**config.mk**
```make
export PLATFORM = sky130hd
export DESIGN_NAME = fetch_sequencer
export DESIGN_NICKNAME = d
export VERILOG_FILES = /design/src/rtl/fetch_pkg.sv /design/src/rtl/return_addr_stack.sv /design/src/rtl/fetch_sequencer.sv
export SDC_FILE = /design/constraint.sdc
export NUM_CORES = 1
export LEC_CHECK = 0
export ABC_CLOCK_PERIOD_IN_PS = 2700
export CAP_MARGIN = 5
export CORE_ASPECT_RATIO = 0.5
export CORE_MARGIN = 10
export CORE_UTILIZATION = 54
export CTS_CLUSTER_DIAMETER = 50
export DETAILED_ROUTE_END_ITERATION = 6
export GPL_ROUTABILITY_DRIVEN = 0
export GPL_TIMING_DRIVEN = 0
export HOLD_SLACK_MARGIN = 0.06
export PLACE_DENSITY = 0.81
export SETUP_SLACK_MARGIN = 0.5
export SKIP_LAST_GASP = 1
export SYNTH_ARGS = -nofsm -noshare
export SYNTH_HDL_FRONTEND = slang
export SYNTH_HIERARCHICAL = 1
export SYNTH_SLANG_ARGS = --single-unit
```
**constraint.sdc**
```tcl
create_clock -name clk -period 2.7 [get_ports clk]
set_input_delay 0.54 -clock clk [delete_from_list [all_inputs] [get_ports clk]]
set_output_delay 0.54 -clock clk [all_outputs]
set_load 0.01 [all_outputs]
```
**src/rtl/fetch_pkg.sv**
```systemverilog
// Shared definitions for the instruction fetch sequencer.
//   state_t          : fetch FSM state encoding
//   KIND_*           : redirect_kind encodings
//   DEFAULT_PC_W     : default PC / address width
//   DEFAULT_INSTR_W  : default instruction width
package fetch_pkg;

    typedef enum logic [1:0] {
        ST_IDLE    = 2'b00,
        ST_FETCH   = 2'b01,
        ST_DELIVER = 2'b10
    } state_t;

    localparam logic [1:0] KIND_BRANCH = 2'b00;
    localparam logic [1:0] KIND_JUMP   = 2'b01;
    localparam logic [1:0] KIND_CALL   = 2'b10;
    localparam logic [1:0] KIND_RETURN = 2'b11;

    localparam int DEFAULT_PC_W    = 10;
    localparam int DEFAULT_INSTR_W = 16;

endpackage

```
**src/rtl/return_addr_stack.sv**
```systemverilog
// Circular return-address stack.
// A push while full overwrites the oldest entry; the count saturates at DEPTH.
// A pop while empty is ignored (the caller decides what an empty pop means).
// Ports:
//   clk, reset_n      : clock, async active-low reset (clears the stack)
//   push, push_data   : write push_data on top of the stack
//   pop               : discard the top entry
//   pop_data          : current top entry (valid when !empty)
//   empty, full       : occupancy status
module return_addr_stack
    import fetch_pkg::*;
#(
    parameter int DEPTH  = 4,
    parameter int DATA_W = DEFAULT_PC_W
) (
    input  logic              clk,
    input  logic              reset_n,
    input  logic              push,
    input  logic [DATA_W-1:0] push_data,
    input  logic              pop,
    output logic [DATA_W-1:0] pop_data,
    output logic              empty,
    output logic              full
);

    // DEPTH is a power of two >= 2, so the pointer wraps naturally.
    localparam int AW = (DEPTH > 1) ? $clog2(DEPTH) : 1;
    localparam int CW = $clog2(DEPTH + 1);
    localparam logic [AW-1:0] PTR_ONE  = AW'(1);
    localparam logic [CW-1:0] CNT_ONE  = CW'(1);
    localparam logic [CW-1:0] FULL_CNT = CW'(DEPTH);

    logic [DATA_W-1:0] mem [DEPTH];
    // Next free slot. When the stack is full this slot holds the oldest
    // entry, which is exactly the one a push must overwrite.
    logic [AW-1:0]     wr_ptr;
    logic [AW-1:0]     top_idx;
    logic [CW-1:0]     count;

    assign empty    = (count == '0);
    assign full     = (count == FULL_CNT);
    assign top_idx  = wr_ptr - PTR_ONE;
    assign pop_data = mem[top_idx];

    always_ff @(posedge clk or negedge reset_n) begin
        if (!reset_n) begin
            wr_ptr <= '0;
            count  <= '0;
        end else if (push) begin
            wr_ptr <= wr_ptr + PTR_ONE;
            if (!full) begin
                count <= count + CNT_ONE;
            end
        end else if (pop && !empty) begin
            wr_ptr <= top_idx;
            count  <= count - CNT_ONE;
        end
    end

    // Storage needs no reset: entries are only read when count says valid.
    always_ff @(posedge clk) begin
        if (push) begin
            mem[wr_ptr] <= push_data;
        end
    end

endmodule

```
**src/rtl/fetch_sequencer.sv**
```systemverilog
// Instruction fetch sequencer: requests instructions from memory one at a
// time, hands each to the decoder, and applies control-flow redirects
// (relative branch, absolute jump, call, return) using a return-address stack.
//
// state      | meaning
// -----------+-------------------------------------------------------------
// ST_IDLE    | just out of reset; leaves for ST_FETCH on the next clock
// ST_FETCH   | imem_req high at imem_addr = pc, waiting for imem_ack
// ST_DELIVER | instr/instr_pc held with instr_valid high until decode_ready
//
// Ports:
//   clk, reset_n                      : clock, async active-low reset
//   imem_req, imem_addr               : memory read request / address (= pc)
//   imem_ack, imem_rdata              : memory response
//   instr_valid, instr, instr_pc      : instruction handed to the decoder
//   decode_ready                      : decoder accepts instr
//   redirect_valid/kind/target        : control-flow change request
//   ras_overflow, ras_underflow       : sticky stack error flags
module fetch_sequencer
    import fetch_pkg::*;
#(
    parameter int              PC_W      = DEFAULT_PC_W,
    parameter int              INSTR_W   = DEFAULT_INSTR_W,
    parameter int              RAS_DEPTH = 4,
    parameter logic [PC_W-1:0] RESET_PC  = '0
) (
    input  logic               clk,
    input  logic               reset_n,
    output logic               imem_req,
    output logic [PC_W-1:0]    imem_addr,
    input  logic               imem_ack,
    input  logic [INSTR_W-1:0] imem_rdata,
    output logic               instr_valid,
    output logic [INSTR_W-1:0] instr,
    output logic [PC_W-1:0]    instr_pc,
    input  logic               decode_ready,
    input  logic               redirect_valid,
    input  logic [1:0]         redirect_kind,
    input  logic [PC_W-1:0]    redirect_target,
    output logic               ras_overflow,
    output logic               ras_underflow
);

    localparam logic [PC_W-1:0] PC_ONE = PC_W'(1);

    state_t             state, state_next;
    logic [PC_W-1:0]    pc, pc_next;
    logic [INSTR_W-1:0] instr_next;
    logic [PC_W-1:0]    instr_pc_next;
    logic               ovf_set, udf_set;

    logic               ras_push, ras_pop;
    logic [PC_W-1:0]    ras_push_data, ras_pop_data;
    logic               ras_empty, ras_full;

    return_addr_stack #(
        .DEPTH  (RAS_DEPTH),
        .DATA_W (PC_W)
    ) u_ras (
        .clk       (clk),
        .reset_n   (reset_n),
        .push      (ras_push),
        .push_data (ras_push_data),
        .pop       (ras_pop),
        .pop_data  (ras_pop_data),
        .empty     (ras_empty),
        .full      (ras_full)
    );

    // Request/valid come straight from the state register, so a redirect
    // in FETCH moves the address on the next cycle; the memory sees the
    // old request as aborted and any same-cycle ack is simply not consumed.
    assign imem_req    = (state == ST_FETCH);
    assign imem_addr   = pc;
    assign instr_valid = (state == ST_DELIVER);

    always_ff @(posedge clk or negedge reset_n) begin
        if (!reset_n) begin
            state         <= ST_IDLE;
            pc            <= RESET_PC;
            instr         <= '0;
            instr_pc      <= '0;
            ras_overflow  <= 1'b0;
            ras_underflow <= 1'b0;
        end else begin
            state         <= state_next;
            pc            <= pc_next;
            instr         <= instr_next;
            instr_pc      <= instr_pc_next;
            ras_overflow  <= ras_overflow | ovf_set;
            ras_underflow <= ras_underflow | udf_set;
        end
    end

    always_comb begin
        state_next    = state;
        pc_next       = pc;
        instr_next    = instr;
        instr_pc_next = instr_pc;
        ovf_set       = 1'b0;
        udf_set       = 1'b0;
        ras_push      = 1'b0;
        ras_pop       = 1'b0;
        ras_push_data = instr_pc + PC_ONE;

        case (state)
            ST_IDLE: begin
                state_next = ST_FETCH;
            end

            ST_FETCH, ST_DELIVER: begin
                if (redirect_valid) begin
                    state_next = ST_FETCH;
                    case (redirect_kind)
                        KIND_BRANCH: pc_next = instr_pc + redirect_target;
                        KIND_JUMP:   pc_next = redirect_target;
                        KIND_CALL: begin
                            pc_next  = redirect_target;
                            ras_push = 1'b1;
                            ovf_set  = ras_full;
                        end
                        default: begin
                            if (ras_empty) begin
                                pc_next = RESET_PC;
                                udf_set = 1'b1;
                            end else begin
                                pc_next = ras_pop_data;
                                ras_pop = 1'b1;
                            end
                        end
                    endcase
                end else if (state == ST_FETCH) begin
                    if (imem_ack) begin
                        instr_next    = imem_rdata;
                        instr_pc_next = pc;
                        pc_next       = pc + PC_ONE;
                        state_next    = ST_DELIVER;
                    end
                end else if (decode_ready) begin
                    state_next = ST_FETCH;
                end
            end

            default: begin
                state_next = ST_IDLE;
            end
        endcase
    end

endmodule

```
### Yosys cells after proc, flatten, opt, wreduce, memory -nomap -nowiden

Memory sizes are Yosys's and may differ from the RTL's.
Cells that the tools add are included.
Widths: inputs -> output; s select.

| storage, ports and cells | value |
|---|---|
| bits in registers | 45 |
| bits in writable memories | 40 |
| input port bits | 33 |
| output and inout bits | 40 |
| memories | 1 |

Memories:

| name | words | width | rd ports | clocked after Yosys merged registers in | wr ports | line | text |
|---|---|---|---|---|---|---|---|
| u_ras.mem | 4 | 10 | 1 | 0 | 1 | return_addr_stack.sv:33 | `logic [DATA_W-1:0] mem [DEPTH];` |

| cells by class | value |
|---|---|
| add/subtract/negate cells | 7 |
| equality and inequality tests | 8 |
| muxes and demuxes | 31 |
| bitwise gates (word level) | 3 |
| reductions and logical operators | 15 |

Operator list:

| kind | number |
|---|---|
| $mux 10 | 4 |
| $add 10x1->10 const B | 2 |
| $pmux 10 s2 | 1 |
| $mux 1 | 16 |
| $mux 2 | 6 |
| $add 10x10->10 | 1 |
| $mux 3 | 3 |
| $ne 4x4->1 const B | 2 |
| $reduce_bool 2->1 | 3 |
| $eq 2x1->1 const B | 2 |
| $eq 2x2->1 const B | 2 |
| $logic_not 2->1 | 2 |
| $pmux 2 s2 | 1 |
| $reduce_and 2->1 | 2 |
| $reduce_and 4->1 | 1 |
| $reduce_or 2->1 | 2 |
| $add 3x1->3 const B | 1 |
| $eq 3x3->1 const B | 1 |
| $logic_not 3->1 | 1 |
| $reduce_and 3->1 | 1 |
| $reduce_or 3->1 | 1 |
| $sub 3x1->3 const B | 1 |
| $add 2x1->2 const B | 1 |
| $ne 2x2->1 const B | 1 |
| other kinds (5) | 6 |

### Logic depth before layout (Yosys ltp)

| depth | value |
|---|---|
| depth after elaboration | 8 |
| mapped depth | 10 |

### Modules after synthesis

The synthesis kept the hierarchy.

Modules (own cells, without submodules):

| module | instances | cells each | area an instance (µm²) | sequential area each (µm²) |
|---|---|---|---|---|
| fetch_sequencer | 1 | 266 | 2657.5 | 1001.0 |
| return_addr_stack | 1 | 96 | 1843.0 | 1326.3 |

### Worst setup path after synthesis

Ideal clock, no wire load.

| path | value |
|---|---|
| path kind | register to register |
| start | register u_ras.wr_ptr[0] |
| end | register pc[6], in the netlist imem_addr[6] |
| setup time | 133 ps |
| arrival | 2104 ps |
| required time | 2567 ps |
| path slack | 463 ps |
| stages on the path, launching flop included | 11 |
| buffers on the path | 2 |
| path through | dfrtp_1 -> buf_6 -> inv_1 -> ha_1 -> buf_2 -> mux4_2 -> nor2b_1 -> a22oi_1 -> o2bb2ai_1 -> a311oi_1 -> o31ai_1 |

| on the way | value |
|---|---|
| word-level cells in the longest chain between the ends | 5 |

Ends and longest elaborated chain:

| item | line | text |
|---|---|---|
| start: declaration | return_addr_stack.sv:36 | `logic [AW-1:0] wr_ptr;` |
| start signal: assignment | return_addr_stack.sv:50 | `wr_ptr <= wr_ptr + PTR_ONE;` |
| start signal: assignment | return_addr_stack.sv:55 | `wr_ptr <= top_idx;` |
| $sub 2x1->2 | return_addr_stack.sv:42 | `assign top_idx = wr_ptr - PTR_ONE;` |
| $mem_v2 4x10 | n/a |  |
| via ras_pop_data[6] | fetch_sequencer.sv:53 | `logic [PC_W-1:0] ras_push_data, ras_pop_data;` |
| $mux 10 | fetch_sequencer.sv:123 | `if (ras_empty) begin` |
| $pmux 10 s2 | fetch_sequencer.sv:114 | `case (redirect_kind)` |
| $mux 10 | fetch_sequencer.sv:112 | `if (redirect_valid) begin` |
| end signal: assignment | fetch_sequencer.sv:87 | `pc <= pc_next;` |
| end: declaration | fetch_sequencer.sv:47 | `logic [PC_W-1:0] pc, pc_next;` |

The timed path passes the listed nets, and every way through them passes these cells.
A chain may end at the register's enable or synchronous reset.

### Worst setup path after layout

| path | value |
|---|---|
| start | register state[1] |
| end | output port imem_req |

| on the way | value |
|---|---|
| word-level cells in the longest chain between the ends | 1 |

Ends and longest elaborated chain:

| item | line | text |
|---|---|---|
| start: declaration | fetch_sequencer.sv:46 | `state_t state, state_next;` |
| start signal: assignment | fetch_sequencer.sv:86 | `state <= state_next;` |
| $eq 2x1->1 | fetch_sequencer.sv:73 | `assign imem_req = (state == ST_FETCH);` |
| end: declaration | fetch_sequencer.sv:29 | `output logic imem_req,` |

Every way passes these cells.

==> impl_metrics.env <==
export IMPL_cts_hold_buf=0
export IMPL_grt_overflow=0
export IMPL_yosysTopAreaCell="edfxtp_1"
export IMPL_wl_per_cell_um=22.4
export IMPL_initial_utilization=0.559
export IMPL_hp_class="in2async"
export IMPL_crit_path_top_delay_cell="clkdlybuf4s50_1"
export IMPL_report_final_setup_viol=0
export IMPL_track_usage=0.203
export IMPL_antenna_found_initial=0
export IMPL_worst_endpoint_required_ns=2.16
export IMPL_post_place_ws_ns=-0.395
export IMPL_worst_slack_ns=0.478
export IMPL_path_max_fanout=8
export IMPL_layout_drive_gt1_share=0.195
export IMPL_hold_violations=0
export IMPL_r2r_end="imem_addr[4]"
export IMPL_start_kind="flip-flop"
export IMPL_startpoint="state[1]"
export IMPL_ant_nets=0
export IMPL_rrSetupSlack_ns=0.54
export IMPL_yosysWarnings=6
export IMPL_path_class="reg2out"
export IMPL_power_density_nw_per_um2=1180
export IMPL_fmax_mhz=450
export IMPL_avgSynthCellArea_um2=12.4
export IMPL_dieArea_um2=12600
export IMPL_status="complete, no violations"
export IMPL_grt_max_degree=33
export IMPL_r2r_start="u_ras/wr_ptr[0]"
export IMPL_arrival_ns=1.68
export IMPL_clock_sinks=85
export IMPL_h_tree_depth=3
export IMPL_die_w_um=149
export IMPL_layout_commonest_cell="clkdlybuf4s50_1"
export IMPL_clockBufferDepth=2
export IMPL_routed_wl_um=13000
export IMPL_leakage_nw=2.41
export IMPL_slew_violations=0
export IMPL_coreArea_um2=8060
export IMPL_seq_area_frac_synth=0.517
export IMPL_drc=0
export IMPL_rsz0062_at_grt="yes"
export IMPL_period_needed_ns=2.22
export IMPL_grt_pass1_wl_um=20000
export IMPL_mostFrequentLayoutCells="68 x clkdlybuf4s50_1, 43 x dfrtp_1, 40 x edfxtp_1, 24 x mux2_1, 22 x nand2_1"
export IMPL_die_y_um=84.6
export IMPL_post_route_util=0.741
export IMPL_numCtsBuffers=9
export IMPL_n_antenna_cell=0
export IMPL_synth_area_leaders="edfxtp_1 27%, dfrtp_1 25%, ha_1 6.1%"
export IMPL_num_vias=3566
export IMPL_async_flop_share=0.529
export IMPL_netlist_instances=362
export IMPL_tightestPinTransition_ns=0.716
export IMPL_yosysUniqueCellTypes=65
export IMPL_cp_end_kind="output port"
export IMPL_grt_pass1_vias=3609
export IMPL_syn_area_um2=4500
export IMPL_first_pass_iters=5
export IMPL_area_growth_pct=32.7
export IMPL_synth_edf_count=40
export IMPL_path_cells="inv_1, ha_2, clkdlybuf4s50_1"
export IMPL_cts_root_buf="clkbuf_16"
export IMPL_worstSkewPairLatency_ns=0.35
export IMPL_port_buffers=72
export IMPL_io_pins=73
export IMPL_hpwlAfterDp_um=9170
export IMPL_viasPerCell=6.17
export IMPL_skew_ns=0.00819
export IMPL_slew_headroom=0.520
export IMPL_rows=23
export IMPL_synth_net_count=419
export IMPL_ir_drop_mv=0.483
export IMPL_cts_tree="built"
export IMPL_ys_ff_latch=85
export IMPL_cts_clk_slew_worst_paths_ns=0.06
export IMPL_r2r_cells=9
export IMPL_finalNetCount=518
export IMPL_fin_crit_sh=0.823
export IMPL_worst_path_largest_cell_delay_ns=0.56
export IMPL_endpoint="imem_req"
export IMPL_detail_route_iter0_violations=423
export IMPL_cap_violations=0
export IMPL_synth_top_area_share=0.267
export IMPL_ys_flop_type="dfrtp_1"
## layer usage
| layer | vias to the layer above | global-route usage | wire, um | share of wire |
|---|---|---|---|---|
| met4 | 0 | 0.0691 | 317 | 0.024 |
| met2 | 203 | 0.356 | 6660 | 0.51 |
| li1 | 1569 | - | - | - |
| met5 | - | 0 | 0 | 0 |
| met3 | 41 | 0.0525 | 1070 | 0.083 |
| met1 | 1753 | 0.237 | 4920 | 0.38 |
## cell families (layout without fill, tap and decap cells)
group | Yosys count | in the layout | synth area share
DFF | 85 | 85 | 0.517
AOI/OAI and AO/OA | 81 | 81 | 0.125
adders and majority gates | 24 | 24 | 0.0701
muxes | 40 | 40 | 0.125
and+or+nand+nor | 90 | 90 | 0.105
xor gates and xnor gates | 14 | 14 | 0.0272
buffers and inverters | 28 | 132 | 0.0314
## cell usage after synthesis, types with 3 or more instances
| cell | n |
|---|---|
| dfrtp_1 | 45 |
| edfxtp_1 | 40 |
| mux2_1 | 24 |
| ha_1 | 22 |
| nand2_1 | 22 |
| inv_1 | 16 |
| nor2_1 | 13 |
| a21oi_1 | 12 |
| o21ai_0 | 12 |
| nand3_1 | 11 |
| o21ai_1 | 11 |
| xnor2_1 | 10 |
| mux4_2 | 9 |
| nor3_1 | 9 |
| a21o_1 | 6 |
| and2_1 | 6 |
| a22oi_1 | 5 |
| buf_2 | 5 |
| mux2i_1 | 5 |
| nand2b_1 | 5 |
| and3_1 | 4 |
| buf_6 | 4 |
| nand3b_1 | 4 |
| xor2_1 | 4 |
| a221o_1 | 3 |
| nand4_1 | 3 |
| nor2b_1 | 3 |
| o22ai_1 | 3 |
## worst max-delay path: cells and delay by family (launching register included)
family / cells / cell delay, ns
buffers and inverters: 2 / 0.67
DFF: 1 / 0.40
adders and majority gates: 1 / 0.27
## registers in the layout, indices dropped and copies added (netlist names)
name,count
instr,16
imem_addr,10
u_ras/mem,40
ras_overflow,1
instr_pc,10
u_ras/count,3
u_ras/wr_ptr,2
ras_underflow,1
state,2
## through the flow
step           cell area, um^2  total power [W]  setup TNS (ns)  hold WS, ns  cells
2_1_floorplan             4500          0.00396               0        0.244    362
5_1_grt                   5970          0.00737               0        0.109    578
3_5_place_dp              5380          0.00527          -16.41        0.460    547
4_1_cts                   5870          0.00679               0       0.0953    571
3_3_place_gp              5360          0.00508          -16.19        0.447    546
6_report                  5970          0.00703               0       0.0868    578
## power breakdown
group	internal, W	switching, W
clock network	0.000729	0.000538
registers	0.00182	0.000438
logic	0.00176	0.00174
## layout make-up
type	count	area (um^2)
inverters	17	71.3
repair buffers	88	856
clock buffers	9	225
clock inverters	7	80.1
fillers	490	2090
plain buffers	11	113
multi-input cells	249	2160
flip-flops and latches	85	2330
well taps	112	140
## what timing repair did
item,in CTS,in global routing
endpoints found under the setup margin,55,13
pin swaps,5,6
setup buffers,8,7
gates cloned,0,0
hold endpoints to repair,0,0
gates resized for setup,38,16
## worst min path at each step
stage	start	to	slack (ns)	cells after the start
2_1_floorplan	reset_n	imem_addr[0]	0.24	0
3_3_place_gp	ras_overflow	ras_overflow	0.45	1
3_5_place_dp	reset_n	instr[15]	0.46	1
4_1_cts	reset_n	instr[15]	0.1	1
5_1_grt	reset_n	instr[15]	0.11	1
6_report	reset_n	instr[12]	0.09	1
Power figures use the tool's default switching activity.
